<file path="src/rtl/epmp_pkg.sv">
// Shared definitions for the EPMP bus transfer controller.
// Latency: n/a (types and constants only).
// Backpressure: n/a.
package epmp_pkg;

    // Default bus data width.
    localparam int W_DEFAULT = 8;

    // Transfer sequencer states. A bus transfer walks DRIVE -> SAMPLE -> WRITE;
    // an immediate transfer jumps straight from IDLE to WRITE.
    typedef enum logic [1:0] {
        ST_IDLE   = 2'd0,
        ST_DRIVE  = 2'd1,
        ST_SAMPLE = 2'd2,
        ST_WRITE  = 2'd3
    } state_e;

endpackage

</file>
<file path="src/rtl/epmp_bus_xfer.sv">
// Register-transfer sequencer: enables one source onto the internal bus, captures it, strobes one destination.
// Latency: acceptance edge to load_en high is 3 cycles for a bus transfer, 1 cycle for an immediate transfer.
// Backpressure: req_ready is high only in IDLE; requests arriving while busy are held off, not queued.
//
// Ports:
//   clk, rst                      clock, synchronous active-high reset
//   req_valid/req_ready           request handshake; req_src, req_dst, req_imm_en, req_imm ride with it
//   out_en [N_SRC]                one-hot source output enable onto the internal bus
//   ibh_in [W]                    internal bus value from the enabled source
//   d_out [W], load_en [N_DST]    destination data and one-hot load strobe
//   done                          one-cycle pulse in the WRITE cycle
//   debug_latch [W]               holding latch contents
module epmp_bus_xfer
    import epmp_pkg::*;
#(
    parameter int N_SRC = 8,
    parameter int N_DST = 8,
    parameter int W     = W_DEFAULT,
    localparam int SW   = (N_SRC > 1) ? $clog2(N_SRC) : 1,
    localparam int DW   = (N_DST > 1) ? $clog2(N_DST) : 1
) (
    input  logic             clk,
    input  logic             rst,
    input  logic             req_valid,
    input  logic [SW-1:0]    req_src,
    input  logic [DW-1:0]    req_dst,
    input  logic             req_imm_en,
    input  logic [W-1:0]     req_imm,
    output logic             req_ready,
    output logic [N_SRC-1:0] out_en,
    input  logic [W-1:0]     ibh_in,
    output logic [W-1:0]     d_out,
    output logic [N_DST-1:0] load_en,
    output logic             done,
    output logic [W-1:0]     debug_latch
);

    state_e        state_q, state_d;
    logic [SW-1:0] src_q, src_d;
    logic [DW-1:0] dst_q, dst_d;
    logic [W-1:0]  latch_q, latch_d;

    // Next-state logic. The transfer mode needs no flop of its own: an
    // immediate request loads the latch at acceptance and the state path
    // (straight to WRITE) remembers which kind of transfer is in flight.
    always_comb begin
        state_d = state_q;
        src_d   = src_q;
        dst_d   = dst_q;
        latch_d = latch_q;
        case (state_q)
            ST_IDLE: begin
                if (req_valid) begin
                    src_d = req_src;
                    dst_d = req_dst;
                    if (req_imm_en) begin
                        latch_d = req_imm;
                        state_d = ST_WRITE;
                    end else begin
                        state_d = ST_DRIVE;
                    end
                end
            end
            // DRIVE only lets the bus settle; the value is taken at the end of SAMPLE.
            ST_DRIVE:  state_d = ST_SAMPLE;
            ST_SAMPLE: begin
                latch_d = ibh_in;
                state_d = ST_WRITE;
            end
            ST_WRITE:  state_d = ST_IDLE;
            default:   state_d = ST_IDLE;
        endcase
    end

    // Output decode. Comparing each bit position against the index makes an
    // out-of-range index decode to all-zero without any separate range check.
    always_comb begin
        out_en  = '0;
        load_en = '0;
        for (int i = 0; i < N_SRC; i++) begin
            out_en[i] = ((state_q == ST_DRIVE) || (state_q == ST_SAMPLE)) && (int'(src_q) == i);
        end
        for (int i = 0; i < N_DST; i++) begin
            load_en[i] = (state_q == ST_WRITE) && (int'(dst_q) == i);
        end
        req_ready   = (state_q == ST_IDLE);
        done        = (state_q == ST_WRITE);
        d_out       = latch_q;
        debug_latch = latch_q;
    end

    always_ff @(posedge clk) begin
        if (rst) begin
            state_q <= ST_IDLE;
            src_q   <= '0;
            dst_q   <= '0;
            latch_q <= '0;
        end else begin
            state_q <= state_d;
            src_q   <= src_d;
            dst_q   <= dst_d;
            latch_q <= latch_d;
        end
    end

endmodule

</file>
<file path="config.mk">
export PLATFORM = sky130hd
export DESIGN_NAME = epmp_bus_xfer
export DESIGN_NICKNAME = d
export VERILOG_FILES = /design/src/rtl/epmp_pkg.sv /design/src/rtl/epmp_bus_xfer.sv
export SDC_FILE = /design/constraint.sdc
export NUM_CORES = 1
export LEC_CHECK = 0
export BUFFER_PORTS_ARGS = -buffer_cell sky130_fd_sc_hd__buf_2
export CORE_UTILIZATION = 45
export DETAILED_ROUTE_END_ITERATION = 12
export GPL_TIMING_DRIVEN = 0
export PLACE_DENSITY = 0.92
export SLEW_MARGIN = 20
export SYNTH_ARGS = -nofsm -noshare
export SYNTH_HDL_FRONTEND = slang
export SYNTH_SLANG_ARGS = --single-unit
</file>
<file path="constraint.sdc">
create_clock -name clk -period 4.6 [get_ports clk]
set_clock_uncertainty 0.15 [all_clocks]
set_input_delay 0.46 -clock clk [delete_from_list [all_inputs] [get_ports clk]]
set_output_delay 0.46 -clock clk [all_outputs]
set_load 0.03 [all_outputs]
</file>
* Word level (Yosys, flattened, before mapping)
Index checks and enable logic that the tools add are counted.
** Operators by class
- Multiplexer cells :: 6
- Eq/ne operators :: 19
- Reduce and logical (&&, ||, !) cells :: 23
** Operators with widths (count)
- 3-bit equality test (second input constant) :: 8
- 1-bit logical AND :: 16
- 8-bit two-way mux :: 2
- 8-bit one-hot mux with 2 select lines :: 1
- 3-bit by 2-bit equality test with 1-bit output (second input constant) :: 4
- 2-bit one-hot mux with 4 select lines :: 1
- 3-bit by 1-bit equality test with 1-bit output (second input constant) :: 2
- 3-bit logical NOT :: 2
- 2-bit equality test (second input constant) :: 2
- 2-bit two-way mux :: 2
- 2-bit inequality test (second input constant) :: 2
- 3-bit AND reduction :: 1
- 2-bit by 1-bit equality test with 1-bit output (second input constant) :: 1
- 2-bit logical NOT :: 1
- 2-bit AND reduction :: 1
- 2-bit nonzero test :: 1
- 1-bit logical OR :: 1
** Storage, ports and cells
- Input bits :: 26
- Bits in registers :: 16

* Longest topological paths before layout
- Depth in word-level cells :: 3
- Mapped depth :: 7
- Mapped depth without buffers :: 5

* Worst setup path after synthesis
No wires, ideal clock.
- Path type :: register -> output
- From :: reg state_q[1]
- To :: out load_en[0]
- Cell stages (with the launch flop) :: 4
- Buffers on the path :: 0
- Data arrival time :: 1544 ps
- Slack :: 2446 ps
- Cells stage by stage :: dfxtp_1 -> ha_1 -> nand2b_1 -> nor3_1
** Between the ends
- Word-level cells in the longest chain between the ends :: 2
** RTL lines
- from (decl) :: line epmp_bus_xfer.sv:38 : state_e state_q, state_d;
- from (signal assigned) :: line epmp_bus_xfer.sv:99 : state_q <= state_d;
- 2-bit equality test
- named net done :: line epmp_bus_xfer.sv:34 : output logic done,
- 1-bit logical AND :: line epmp_bus_xfer.sv:84 : load_en[i] = (state_q == ST_WRITE) && (int'(dst_q) == i);
- to (decl) :: line epmp_bus_xfer.sv:33 : output logic [N_DST-1:0] load_en,
The timed path passes the listed nets, and every way through them passes these cells.

* Worst setup path after layout
- From :: reg state_q[1]
- To :: out out_en[2]
** Between the ends
- Word-level cells in the longest chain between the ends :: 3
- Elaborated cells between the ends (all ways) :: 4
- Those cells by class :: 2 x eq/ne; 2 x reduce/logical
** RTL lines
- 2-bit by 1-bit equality test with 1-bit output or 2-bit equality test (tied branches) :: line epmp_bus_xfer.sv:81 : out_en[i] = ((state_q == ST_DRIVE) || (state_q == ST_SAMPLE)) && (int'(src_q) == i);
- 1-bit logical OR * :: line epmp_bus_xfer.sv:81
- 1-bit logical AND * :: line epmp_bus_xfer.sv:81
- to (decl) :: line epmp_bus_xfer.sv:30 : output logic [N_SRC-1:0] out_en,
Every way passes the cells marked *; elsewhere a longest branch is shown, timed or not.

==> run_results.csv <==
group,metric,value,unit
outcome,status,"complete, no violations",
global_routing,overflow,0,
place,dpl.hpwl,1890,microns
floorplanning,chipHeight,48.5,microns
setup_path,worstPathArrival,1.60,ns
synth,synth_seq_cells,16,
synth,yosysTopAreaCellShare,32.9,%
setup_path,critPathLaunch,"state_q[1]",
clocking,cts_buffers,3,
layout,layout-drive-gt1-share,46.6,%
synth,yosys_most_used_dff,"dfxtp_1",
clocking,cts.htree.levels,1,
floorplanning,die_x,48.5,microns
timing,worst_slew_pin_slew,0.533,ns
layout,fillers,174,
timing,slew_violations,0,
floorplanning,dieArea,2350,sq um
setup_path,start_kind,"flop",
floorplanning,rows,16,
layout,final_cells,203,
global_routing,track_usage,21.8,%
timing,slew_headroom,64.4,%
setup_path,critPathKind,"reg -> out",
setup_path,crit_fanout,4,
timing,setup-violations-final,0,
run,maxCapViolations,0,
timing,hold_viol,0,
synth,yosysMostFrequentCell,"dfxtp_1",
synth,synthCells,115,
synth,synth_top_cells_by_count,"dfxtp_1 (16), nor2_1 (15), a21oi_1 (14)",
timing,finalCriticalPeriod,2.21,ns
clocking,cts_setup_buffers,0,
setup_path,crit_end,"out_en[2]",
layout,area_growth,36.5,%
synth,yosysWarnings,0,
setup_path,worstReg2RegStart,"state_q[0]",
clocking,cts-root-buf,"clkbuf_4",
synth,synth-edff-count,0,
global_routing,grt_max_degree,11,
synth,syn_nets,145,
synth,syn_area,973,sq um
place,dp.cells,199,
clocking,clockBufferDepth,2,
global_routing,grt_pass1_vias,981,
timing,fin_crit_sh,48.1,%
synth,synth.distinct_cells,17,
clocking,clock-sinks,16,
detailed_routing,vias,1016,
clocking,hold_buffers,0,
power,peakVddDrop,0.405,mV
setup_path,cp-end-kind,"output port",
clocking,post_cts_resized,0,
synth,yosysSeqAreaShare,32.9,%
place,place_congestion,0.795,
setup_path,rr_endpoint,"d_out[3]",
synth,async_flop_share,0,%
detailed_routing,drt_iter0_markers,16,
timing,rsz0062_at_grt,"no",
timing,fmax,452,MHz
power,p_per_area,594,nW/um^2
floorplanning,ios,60,
synth,syn_area_per_cell,8.46,sq um
global_routing,antenna_found_initial,0,
synth,synth.area.top_cells,"dfxtp_1 (33%), a211oi_2 (10%), mux2i_1 (9.3%), a21oi_1 (7.2%), buf_4 (6.9%)",
layout,layout.nets,207,
detailed_routing,avgRoutedWirePerCell,11.6,microns
detailed_routing,drt-vias-per-instance,5.00,
clocking,cts_tree,"built",
worst_hold_path,hold_class,"in -> reg",
floorplanning,core_area,2000,sq um
place,port_buffers,57,
clocking,clk_transition_reported_paths,0.09,ns
detailed_routing,drc,0,
clocking,clkLatencyLatePin,0.28,ns
layout,diodes,0,
setup_path,r2r_slack,2.74,ns
detailed_routing,drtAntennaViolNets,0,
detailed_routing,wirelength,2360,microns
detailed_routing,first_pass_iters,5,
floorplanning,start_util,48.6,%
synth,synth_area_leader_cell,"dfxtp_1",
setup_path,r2r_cells,7,
global_routing,grt_pass1_wl,4110,microns
setup_path,cp.required,3.99,ns
power,p_leak,0.653,nW
timing,tns,0,ns
power breakdown:
group	switching (mW)	internal, mW
Combinational	0.303	0.185
Clock	0.0434	0.0482
Sequential	0.0327	0.177
Total	0.379	0.410
worst min path at each step:
stage / from / endpoint / cells after the start
after floorplan: dst_q[1] / dst_q[1] / 2
after global placement: src_q[1] / src_q[1] / 2
after detailed placement: src_q[1] / src_q[1] / 2
after CTS: req_src[0] / src_q[0] / 3
after global routing: req_src[1] / src_q[1] / 3
final: req_src[0] / src_q[0] / 3
placed cells by master, fill, tap and decap left out, drive strengths merged, types with 6 or more instances in the layout:
cell type and n:
a211oi 10, a21oi 14, buf 68, clkbuf 8
dfxtp 16, mux2i 9, nand2 11, nand2b 7
nand3 6, nor2 15
metrics by stage:
stage / total power, mW / cell area, sq um / setup WS, ns / util [%] / hold WS, ns
final: 0.789 / 1330 / 2.39 / 66.4 / 0.267
after floorplan: 0.589 / 973 / 2.45 / - / 0.294
after global routing: 0.842 / 1330 / 2.23 / 66.4 / 0.262
after global placement: 0.684 / 1290 / 2.80 / 64.6 / 0.304
after detailed placement: 0.699 / 1290 / 2.74 / 64.6 / 0.315
after CTS: 0.794 / 1330 / 2.41 / 66.4 / 0.264
metal layers:
metal | global-route usage, % | part of all wire, % | vias to the layer above
met5 | 0 | 0 | -
met4 | 8.33 | 1.9 | 0
met3 | 3.14 | 2.7 | 6
met2 | 43.2 | 56 | 28
met1 | 22.7 | 40 | 471
li1 | - | - | 511
layout make-up:
class | instances | area, sq um | share of cell area (%)
well taps | 27 | 33.8 | 2.54
inverters | 2 | 7.51 | 0.565
multi-input cells | 82 | 541 | 40.7
flip-flops and latches | 16 | 320 | 24.1
repair buffers | 57 | 285 | 21.5
plain buffers | 15 | 105 | 7.91
clock buffers | 4 | 36.3 | 2.73
worst max-delay path, cell delays in order (launching register included):
cell and delay [ns]:
dfxtp_1 0.40, inv_1 0.09, ha_1 0.31, nand2_1 0.12
nor3_1 0.17, buf_2 0.23
sequential cells by signal, summed over array words and instances (netlist names):
register  flops
state_q       2
d_out         8
dst_q         3
src_q         3
cell families (layout without fill, tap and decap cells):
family                   Yosys count  in the layout  share of synthesized area (%)
AO/OA/AOI/OAI                     24             24                           19.0
adder cells (fa/ha/maj)            4              4                           5.14
buffers and inverters             17             78                           11.6
flip-flops                        16             16                           32.9
multiplexers                      10             10                           10.8
AND/OR/NAND/NOR                   44             44                           20.6
No activity file was read; power rests on OpenSTA's default activity.
